File: config.mk
export PLATFORM = sky130hd
export DESIGN_NAME = lfsr_randomizer
export DESIGN_NICKNAME = d
export VERILOG_FILES = /design/src/rtl/lfsr_randomizer.sv
export SDC_FILE = /design/constraint.sdc
export NUM_CORES = 1
export LEC_CHECK = 0
export BUFFER_PORTS_ARGS = -buffer_cell sky130_fd_sc_hd__buf_2
export CORE_MARGIN = 3
export CORE_UTILIZATION = 40
export CTS_BUF_LIST = sky130_fd_sc_hd__clkbuf_8
export DETAILED_ROUTE_END_ITERATION = 10
export PLACE_DENSITY = 0.7
export SETUP_SLACK_MARGIN = 0.1
export SYNTH_ARGS = -nofsm -noshare
export SYNTH_HDL_FRONTEND = slang
export SYNTH_SLANG_ARGS = --single-unit
File: constraint.sdc
create_clock -name clk -period 2.35 [get_ports clk]
set_clock_uncertainty 0.05 [all_clocks]
set_input_delay 0 -clock clk [delete_from_list [all_inputs] [get_ports clk]]
set_output_delay 0 -clock clk [all_outputs]
set_load 0.01 [all_outputs]
File: src/rtl/lfsr_randomizer.sv
// lfsr_randomizer: seedable Fibonacci LFSR that produces one pseudo-random word per clock.
// While start is high the state tracks the seed input. While start is low the
// register shifts left once per clock, and the feedback bit enters at bit 0.
// A zero seed is replaced by 1, because the all-zero state would never leave itself.
// Consumers read out[7:0] as an unsigned fraction, out[7:0] / 256.
module lfsr_randomizer #(
  parameter int               WIDTH       = 16,
  parameter logic [WIDTH-1:0] TAPS        = 16'hB400,
  parameter logic [WIDTH-1:0] RESET_VALUE = 16'h0001
) (
  input  logic             clk,
  input  logic             rst,
  input  logic [WIDTH-1:0] seed,
  input  logic             start,
  output logic [WIDTH-1:0] out,
  output logic             valid
);

  // Smallest nonzero state. It is the substitute wherever the state would otherwise be zero.
  localparam logic [WIDTH-1:0] ONE = {{(WIDTH-1){1'b0}}, 1'b1};

  logic [WIDTH-1:0] state_reg;
  logic [WIDTH-1:0] state_next;
  logic             valid_reg;
  logic             valid_next;
  logic [WIDTH-1:0] tap_terms;
  logic             fb;

  // Mask each state bit with its tap, then XOR-reduce the terms into the feedback bit.
  genvar gi;
  generate
    for (gi = 0; gi < WIDTH; gi++) begin : g_tap
      assign tap_terms[gi] = state_reg[gi] & TAPS[gi];
    end
  endgenerate

  assign fb = ^tap_terms;

  // Next-state selection: load the guarded seed, or advance the shift register.
  always_comb begin
    state_next = state_reg;
    valid_next = valid_reg;
    if (start) begin
      state_next = (seed == '0) ? ONE : seed;
      valid_next = 1'b0;
    end else begin
      // The zero state cannot be reached from a nonzero state. This guard only
      // recovers from an externally corrupted register.
      state_next = (state_reg == '0) ? ONE : {state_reg[WIDTH-2:0], fb};
      valid_next = 1'b1;
    end
  end

  // State and valid registers. Reset acts at once and overrides start and seed.
  always_ff @(posedge clk or posedge rst) begin
    if (rst) begin
      state_reg <= RESET_VALUE;
      valid_reg <= 1'b0;
    end else begin
      state_reg <= state_next;
      valid_reg <= valid_next;
    end
  end

  assign out   = state_reg;
  assign valid = valid_reg;

endmodule

==> results of run 1 <==
[routing by layer]
metal  part of all wire (%)  wire length, um  global-route usage, %
met3                    6.2              125                   4.83
met4                    2.1               43                   10.1
met2                     50             1010                   31.9
met1                     41              829                   22.8
met5                      0                0                      0
[worst register-to-register path, stage by stage (launching register included)]
cell     delay [ns]
dfrtp_1        0.40
inv_1          0.07
ha_1           0.12
nor4b_2        0.21
a41oi_2        0.19
a22o_1         0.21
[power by group through the flow]
stage	clock (W)	combinational, W	sequential, W
final	0.000209	0.000162	0.000359
after global routing	0.000229	0.000177	0.000366
after CTS	0.000212	0.000161	0.000360
after detailed placement	0	0.000138	0.000365
after global placement	0	0.000137	0.000363
after floorplan	0	0.0000623	0.000376
[placed cells by master (no fill, tap or decap), types with 2 or more instances in the layout]
master / n
a22o_1: 2
dlygate4sd3_1: 17
buf_2: 35
clkbuf_8: 3
inv_1: 6
nor4_1: 4
mux2_2: 13
dfrtp_1: 16
[area by class of cell]
cell class                 instances  area share (%)
sequential                        17            36.4
timing repair buffer              52            29.5
multi-input combinational         29            26.0
clock buffer                       3            3.53
tap                               25            2.67
inverter                           5            1.60
clock inverter                     1           0.321
[cells by family (layout without fill, tap and decap cells)]
family / after synthesis / in the layout / share of synthesized area, %
AOI/OAI and AO/OA: 4 / 4 / 5.57
adders and majority gates: 1 / 1 / 1.64
and+or+nand+nor: 9 / 9 / 11.1
buffers and inverters: 7 / 61 / 4.42
muxes: 13 / 13 / 19.1
xor gates and xnor gates: 2 / 2 / 2.29
DFF: 17 / 17 / 55.8
[timing repair]
action	4_1_cts	5_1_grt
setup buffers	0	0
hold endpoints to repair	32	0
hold buffers	17	0
[through the flow]
step                      cells  worst slack, ns  total power [W]  hold WS (ns)  cell area (um^2)
after floorplan              53             1.05         0.000438        -0.125               764
after global placement      111             1.06         0.000500        0.0619               956
after detailed placement    111             1.00         0.000503        0.0654               956
after CTS                   132            0.998         0.000733        0.0593              1170
after global routing        132            0.892         0.000771        0.0814              1170
final                       132            0.991         0.000730        0.0617              1170
[how the worst max path moves through the flow]
stage | end | slack, ns | depth (start not counted) | from
2_1_floorplan | out[13] | 1.05 | 5 | out[12]
3_3_place_gp | out[14] | 1.06 | 5 | out[13]
3_5_place_dp | out[13] | 1.00 | 5 | out[13]
4_1_cts | out[13] | 1.0 | 5 | out[13]
5_1_grt | out[0] | 0.89 | 5 | out[13]
6_report | out[13] | 0.99 | 5 | out[13]
==> summary.txt, run 1 <==
Run status
  – Status: complete, no violations

Clock network
  – CTS clk-pin slew, worst paths: 0.06 ns
  – TritonCTS Buffers: 3
  – Resize count post-CTS: 0
  – Root buffer cell: clkbuf_8
  – H-tree levels: 1
  – Clock buffer depth: 2
  – Clock insertion delay at the later pin of the skew report: 0.25 ns
  – # clock sinks: 17
  – CTS tree: built

Floorplan
  – Core Rows: 15
  – Core ar.: 0.00176 mm^2
  – Effective utilization at floorplan: 43.3%
  – Die Height: 49.7 um
  – Die area: 0.00247 mm^2
  – I/O pin total: 36
  – Die width: 49.7 um

Placement
  – Final HPWL DP: 1.37 mm
  – GPL Wtd Cong: 0.733
  – IO Port Bufs: 35

Critical path
  – Worst r2r dst: out[13]
  – CP bufs+invs: 1
  – R2r worst-path depth: 5
  – Worst path max stage delay: 0.40 ns
  – Worst Path Required: 2.43 ns
  – Crit Path Max Fanout: 3
  – Slowest CP cell: dfrtp_1
  – CP Class: flop to flop
  – Critical path arrival: 1.44 ns
  – CP Capture Type: flop
  – R2r startpoint: out[13]
  – CP cell instances: inv_1 -> ha_1 -> nor4b_2 -> a41oi_2 -> a22o_1
  – Delay-heaviest family, CP: flip-flops
  – Startpoint Class: flop
  – R2R Setup Slk: 0.99 ns

Layout
  – Final core occ: 66.4%
  – Layout cell share with drive strength beyond 1: 52.3%
  – Final #Nets: 128
  – Reg area: 427 um^2
  – Diode count: 0
  – Area growth syn-to-layout: 53.2%
  – Number of fill cells in the layout: 156
  – Multi-input logic area: 304 um^2
  – Max reg flops: 16

Power
  – Cell Pwr Density: 623 mW/mm^2
  – Lkg Pwr: 0.544 nW
  – Part of the power in combinational logic: 22.1%
  – VDD IR-drop max: 440 uV
  – Clock Power Share: 28.7%
  – Internal Power: 0.000532 W
  – Part of the power in registers: 49.2%
  – P_sw: 0.000198 W
  – Switch share: 27.1%

Route
  – Avg WL per Cell: 15.3 um
  – # DRC: 0
  – Post-route ant nets: 0
  – Post-Route WL: 2.01 mm
  – Total number of vias: 669
  – First drt pass iteration count: 4
  – Via density: 5.07
  – Drt initial violations: 4

Yosys
  – Top post-synthesis cells by area: dfrtp_1 52%, mux2_2 19%, dfstp_2 3.4%
  – Yosys cell types: 17
  – Cells after synthesis: 53
  – Count leader, synth: dfrtp_1
  – Yosys top cell area share: 52.4%
  – Syn Nets: 73
  – YS warnings: 0
  – Post-synth EDFFs: 0
  – Synth area leader: dfrtp_1
  – Post-synth top flop: dfrtp_1
  – Post-synth ARST share: 100%
  – Top cells by count, synth: 16 x dfrtp_1, 13 x mux2_2, 5 x inv_1
  – Seq/Total Area, Yosys: 55.8%
  – Register bit total from synthesis: 17
  – Syn Area/Cell: 14.4 um^2
  – Synth Cell Area: 764 um^2

STA
  – Post-layout minimum cycle time: 1.36 ns
  – Unrepaired setup endpoints after global routing: false
  – Max frequency: 736 MHz
  – Fin. max-slew vios: 0
  – Period utilization: 57.8%
  – Setup TNS: 0 ns
  – Endpoints failing setup: 0
  – Worst slew pin tran: 0.636 ns
  – Rel. slew slack: 57.6%
  – Final hold violation count: 0

Hold path
  – Worst Hold End: valid
  – Hold Path Cell Cnt: 2
  – Hold path startpoint: start
  – Type of the tightest min-delay check: primary input to flop

GRT
  – First-pass GRT wire length: 3.50 mm
  – Vias in the first global route: 715
  – GRT Residual Overflow: 0
  – Pin count of the biggest net entering global routing: 19
  – GRT Util Overall: 19.3%
  – Initial antenna violation count: 0

Flow run
  – Max-Cap Viols: 0
No activity file was read; power rests on OpenSTA's default activity.
==> run 2, diff against run 1 <==
--- a/config.mk
+++ b/config.mk
@@ -5,12 +5,13 @@
 export SDC_FILE = /design/constraint.sdc
 export NUM_CORES = 1
 export LEC_CHECK = 0
+export ABC_AREA = 1
 export BUFFER_PORTS_ARGS = -buffer_cell sky130_fd_sc_hd__buf_2
 export CORE_MARGIN = 3
 export CORE_UTILIZATION = 40
 export CTS_BUF_LIST = sky130_fd_sc_hd__clkbuf_8
 export DETAILED_ROUTE_END_ITERATION = 10
-export PLACE_DENSITY = 0.7
+export PLACE_DENSITY = 0.72
 export SETUP_SLACK_MARGIN = 0.1
 export SYNTH_ARGS = -nofsm -noshare
 export SYNTH_HDL_FRONTEND = slang
==> constraint.sdc (replaced) <==
create_clock -name clk -period 1.1 [get_ports clk]
set_clock_uncertainty 0.05 [all_clocks]
set_input_delay 0 -clock clk [delete_from_list [all_inputs] [get_ports clk]]
set_output_delay 0 -clock clk [all_outputs]
set_load 0.01 [all_outputs]
==> summary.txt, run 2 <==
Route
  – First drt pass iteration count: 4
  – Total number of vias: 895
  – Drt initial violations: 30
  – # DRC: 0
  – Avg WL per Cell: 12.4 um
  – Post-Route WL: 2.38 mm
  – Post-route ant nets: 0
  – Via density: 4.64

Flow run
  – Max-Cap Viols: 0

Floorplan
  – I/O pin total: 36
  – Core Rows: 15
  – Die area: 0.00267 mm^2
  – Effective utilization at floorplan: 45.4%
  – Core ar.: 0.00184 mm^2
  – Die width: 51.7 um
  – Die Height: 51.7 um

Power
  – Part of the power in combinational logic: 25.6%
  – P_sw: 0.000469 W
  – Lkg Pwr: 0.693 nW
  – Pwr Total: 0.00160 W
  – Internal Power: 0.00113 W
  – VDD IR-drop max: 832 uV
  – Cell Pwr Density: 1220 mW/mm^2
  – Part of the power in registers: 45.2%
  – Switch share: 29.3%
  – Clock Power Share: 29.2%

STA
  – Final hold violation count: 0
  – Final setup margin: -0.0526 ns
  – Fin. max-slew vios: 0
  – Worst slew pin tran: 0.226 ns
  – Setup TNS: -0.144 ns
  – Min Hold Slack: 0.0590 ns
  – Unrepaired setup endpoints after global routing: true
  – Max frequency: 868 MHz
  – Post-layout minimum cycle time: 1.15 ns
  – Endpoints failing setup: 3
  – Period utilization: 105%
  – Rel. slew slack: 84.8%

Layout
  – Final #Nets: 189
  – Layout cell share with drive strength beyond 1: 36.9%
  – Most common cell after layout, fill and taps aside: buf_2
  – Most frequent cells in the layout: 34 x buf_2, 30 x nand2_1, 17 x dlygate4sd3_1
  – Non-filler instance count after layout: 193
  – Diode count: 0
  – Max reg flops: 16
  – Area growth syn-to-layout: 57.3%

Critical path
  – Startpoint Class: flop
  – CP bufs+invs: 2
  – Worst path max stage delay: 0.39 ns
  – Critical path arrival: 1.25 ns
  – Crit Path Max Fanout: 3
  – Slowest CP cell: dfrtp_1
  – R2R Setup Slk: -0.05 ns
  – CP cell instances: inv_2 -> ha_4 -> inv_1 -> nor2_2 -> nand2_2 -> nor2_4 -> o21ai_1
  – CP Class: flop to flop
  – Delay-heaviest family, CP: flip-flops
  – Worst Path Required: 1.19 ns
  – CP Capture Type: flop

Yosys
  – Syn Nets: 130
  – Post-synth ARST share: 100%
  – Syn Area/Cell: 7.60 um^2
  – Synth Cell Area: 836 um^2
  – Yosys top cell area share: 47.9%
  – YS warnings: 0
  – Cells after synthesis: 110
  – Seq/Total Area, Yosys: 51.0%
  – Top post-synthesis cells by area: dfrtp_1 48%, nand2_1 14%, inv_1 6.7%
  – Count leader, synth: nand2_1
  – Top cells by count, synth: 31 x nand2_1, 16 x dfrtp_1, 15 x inv_1
  – Synth area leader: dfrtp_1
  – Yosys cell types: 15
  – Post-synth top flop: dfrtp_1
  – Post-synth EDFFs: 0
  – Register bit total from synthesis: 17

Clock network
  – # clock sinks: 17
  – CTS tree: built
  – H-tree levels: 1
  – Clock buffer depth: 2
  – Root buffer cell: clkbuf_8
  – CTS clk-pin slew, worst paths: 0.07 ns
  – TritonCTS Buffers: 3
  – Clock insertion delay at the later pin of the skew report: 0.25 ns

Placement
  – DP Cell Count: 171
  – GPL Wtd Cong: 0.730
  – IO Port Bufs: 35
  – Final HPWL DP: 1.50 mm

Run status
  – Failing checks: setup timing
  – Status: finished with violations

GRT
  – GRT Residual Overflow: 0
  – First-pass GRT wire length: 4.02 mm
  – Pin count of the biggest net entering global routing: 29
  – GRT Util Overall: 20.5%
  – Initial antenna violation count: 0
  – Vias in the first global route: 900

Hold path
  – Type of the tightest min-delay check: primary input to flop
==> run 2: cell families (layout without fill, tap and decap cells) <==
group	Yosys count	in the layout	synth area share (%)
buf+inv	23	81	11.7
compound gates	16	16	9.58
fa+ha+maj	1	1	1.50
simple gates	53	53	26.2
flops	17	17	51.0
==> run 2: tightest hold or removal path, cell delays in order <==
cell,delay [ns]
buf_2,0.09
or2_0,0.10
a21oi_1,0.05
nor2_2,0.09
==> run 2: power by group through the flow <==
stage | sequential (W) | clock [W] | combinational, W
3_3_place_gp | 0.000729 | 0 | 0.000315
6_report | 0.000722 | 0.000468 | 0.000410
3_5_place_dp | 0.000730 | 0 | 0.000322
5_1_grt | 0.000729 | 0.000509 | 0.000463
4_1_cts | 0.000721 | 0.000477 | 0.000387
2_1_floorplan | 0.000761 | 0 | 0.000150
==> run 2: area by class of cell <==
type                            count  area, um^2
Tap cell                           25        31.3
Clock buffer                        3        41.3
Clock inverter                      1        5.00
Inverter                           20        75.1
Fill cell                         158         524
Multi-Input combinational cell     70         339
Timing Repair Buffer               57         397
Sequential cell                    17         427
==> run 2: metal layers <==
metal / vias to the layer above / track usage (%) / wire (um)
met3: 6 / 4.87 / 163
met5: - / 0 / 0
met4: 0 / 9.17 / 59
met1: 406 / 24.8 / 973
met2: 37 / 34.3 / 1190
li1: 446 / - / -
==> run 2: path summary, 6_finish.rpt <==
kind,end,cells past startpoint,from
worst min-delay path,out[0],4,seed[0]
worst max register to register,out[13],7,out[12]
max in group asynchronous,out[0],4,rst
worst max-delay path,out[13],7,out[12]
min in group asynchronous,out[1],4,rst
worst min register to register,out[10],2,out[9]
==> run 2: timing repair <==
action,CTS,global route
resized for setup,6,7
pin swaps,6,2
hold endpoints to repair,33,0
endpoints found under the setup margin,3,16
setup buffers,1,0
hold buffers,17,0
==> run 2: through the flow <==
step	setup slack [ns]	instance area, um^2	util, %
final	-0.0526	1320	71.5
after global routing	-0.121	1320	71.5
after CTS	-0.0946	1290	69.9
after detailed placement	-0.0636	1050	57.1
after global placement	-0.00948	1050	57.1
after floorplan	-0.0366	836	-
==> run 3, diff against run 2 <==
--- a/config.mk
+++ b/config.mk
@@ -5,13 +5,12 @@
 export SDC_FILE = /design/constraint.sdc
 export NUM_CORES = 1
 export LEC_CHECK = 0
-export ABC_AREA = 1
 export BUFFER_PORTS_ARGS = -buffer_cell sky130_fd_sc_hd__buf_2
 export CORE_MARGIN = 3
 export CORE_UTILIZATION = 40
 export CTS_BUF_LIST = sky130_fd_sc_hd__clkbuf_8
 export DETAILED_ROUTE_END_ITERATION = 10
-export PLACE_DENSITY = 0.72
+export PLACE_DENSITY = 0.7
 export SETUP_SLACK_MARGIN = 0.1
 export SYNTH_ARGS = -nofsm -noshare
 export SYNTH_HDL_FRONTEND = slang
==> constraint.sdc (replaced) <==
create_clock -name clk -period 1.5 [get_ports clk]
set_clock_uncertainty 0.05 [all_clocks]
set_input_delay 0 -clock clk [delete_from_list [all_inputs] [get_ports clk]]
set_output_delay 0 -clock clk [all_outputs]
set_load 0.01 [all_outputs]
==> summary.txt, run 3 (synthesized netlist as in run 1, its figures left out) <==
STA
  – Endpoints failing setup: 0
  – Fin. max-slew vios: 0
  – Unrepaired setup endpoints after global routing: false
  – Rel. slew slack: 57.0%
  – Max frequency: 736 MHz
  – Post-layout minimum cycle time: 1.36 ns
  – Setup TNS: 0 ns
  – Period utilization: 90.6%
  – Worst slew pin tran: 0.644 ns
  – Final hold violation count: 0
  – Final setup margin: 0.141 ns

Critical path
  – Startpoint Class: flop
  – Worst Path Required: 1.58 ns
  – CP Capture Type: flop
  – Crit Path Max Fanout: 3
  – R2R Setup Slk: 0.14 ns
  – CP Class: flop to flop
  – Critical path arrival: 1.44 ns

Placement
  – GPL Wtd Cong: 0.733
  – IO Port Bufs: 35
  – DP Cell Count: 111
  – Final HPWL DP: 1.37 mm
  – Placement Setup Slack: 0.154 ns
  – Cell Area, Placed: 956 um^2

Route
  – Drt initial violations: 6
  – Post-route ant nets: 0
  – Post-Route WL: 2.09 mm
  – Total number of vias: 672
  – Via density: 5.01
  – # DRC: 0
  – First drt pass iteration count: 2
  – Avg WL per Cell: 15.6 um

Power
  – VDD IR-drop max: 664 uV
  – P_sw: 0.000318 W
  – Part of the power in combinational logic: 23.9%
  – Switch share: 27.2%
  – Clock Power Share: 27.6%
  – Internal Power: 0.000850 W
  – Part of the power in registers: 48.5%
  – Lkg Pwr: 0.559 nW
  – Cell Pwr Density: 961 mW/mm^2

Clock network
  – TritonCTS Buffers: 3
  – CTS tree: built
  – # clock sinks: 17
  – Clock buffer depth: 2
  – Root buffer cell: clkbuf_8
  – H-tree levels: 1
  – CTS clk-pin slew, worst paths: 0.06 ns
  – Clock insertion delay at the later pin of the skew report: 0.24 ns

Layout
  – Max reg flops: 16
  – Non-filler instance count after layout: 134
  – Most frequent cells in the layout: 35 x buf_2, 17 x dlygate4sd3_1, 16 x dfrtp_1
  – Final #Nets: 130
  – Area growth syn-to-layout: 58.9%
  – Most common cell after layout, fill and taps aside: buf_2
  – Final core occ: 68.9%
  – Diode count: 0
  – Post-route cell area: 0.00121 mm^2
  – Layout cell share with drive strength beyond 1: 55.0%

Floorplan
  – I/O pin total: 36
  – Core Rows: 15
  – Die Height: 49.7 um
  – Effective utilization at floorplan: 43.3%
  – Core ar.: 0.00176 mm^2
  – Die area: 0.00247 mm^2
  – Die width: 49.7 um

GRT
  – First-pass GRT wire length: 3.50 mm
  – GRT Util Overall: 19.3%
  – Pin count of the biggest net entering global routing: 19
  – Vias in the first global route: 715
  – Initial antenna violation count: 0
  – GRT Residual Overflow: 0

Flow run
  – Max-Cap Viols: 0

Hold path
  – Type of the tightest min-delay check: primary input to flop

Run status
  – Status: complete, no violations
-- run 3: power by group through the flow --
stage          registers (W)  clock network [W]   logic, W
6_report            0.000566           0.000323   0.000279
5_1_grt             0.000576           0.000358   0.000301
4_1_cts             0.000564           0.000333   0.000252
3_5_place_dp        0.000572                  0   0.000216
3_3_place_gp        0.000569                  0   0.000215
2_1_floorplan       0.000589                  0  0.0000976
-- run 3: final timing paths --
path,start,endpoint,depth (start not counted)
worst max-delay path,out[12],out[13],5
max in group asynchronous,rst,out[9],3
worst max register to register,out[12],out[13],5
min in group asynchronous,rst,out[15],3
worst min-delay path,start,valid,2
worst min register to register,out[1],out[2],1
-- run 3: repair_timing --
| item | CTS | global route |
|---|---|---|
| hold endpoints to repair | 32 | 0 |
| hold buffers | 17 | 0 |
| gates resized for setup | 0 | 3 |
| buffers inserted | 0 | 2 |
| setup endpoints to repair | 0 | 3 |
-- run 3: worst max-delay path, cell delays in order (launching register included) --
cell	delay (ns)
dfrtp_1	0.38
inv_1	0.10
ha_4	0.13
nor4b_4	0.20
a41oi_2	0.17
a22o_1	0.22
-- run 3: stage by stage --
stage | hold slack (ns) | power [W]
6_report | 0.0636 | 0.00117
5_1_grt | 0.0809 | 0.00124
4_1_cts | 0.0593 | 0.00115
3_5_place_dp | 0.0654 | 0.000788
3_3_place_gp | 0.0619 | 0.000784
2_1_floorplan | -0.125 | 0.000686
-- run 3: final cells by class --
cell class / count / area (um^2)
sequential: 17 / 427
clock inverter: 1 / 3.75
multi-input combinational: 29 / 333
inverter: 5 / 18.8
clock buffer: 3 / 41.3
timing repair buffer: 54 / 360
tap: 25 / 31.3
fill: 147 / 549
-- run 3: layer usage --
layer / up-vias / share of wire (%) / wire length, um / global-route usage, %
li1: 308 / - / - / -
met1: 330 / 41 / 858 / 22.8
met2: 30 / 51 / 1070 / 31.9
met3: 4 / 5.8 / 121 / 4.83
met4: 0 / 2.1 / 43 / 10.1
met5: - / 0 / 0 / 0
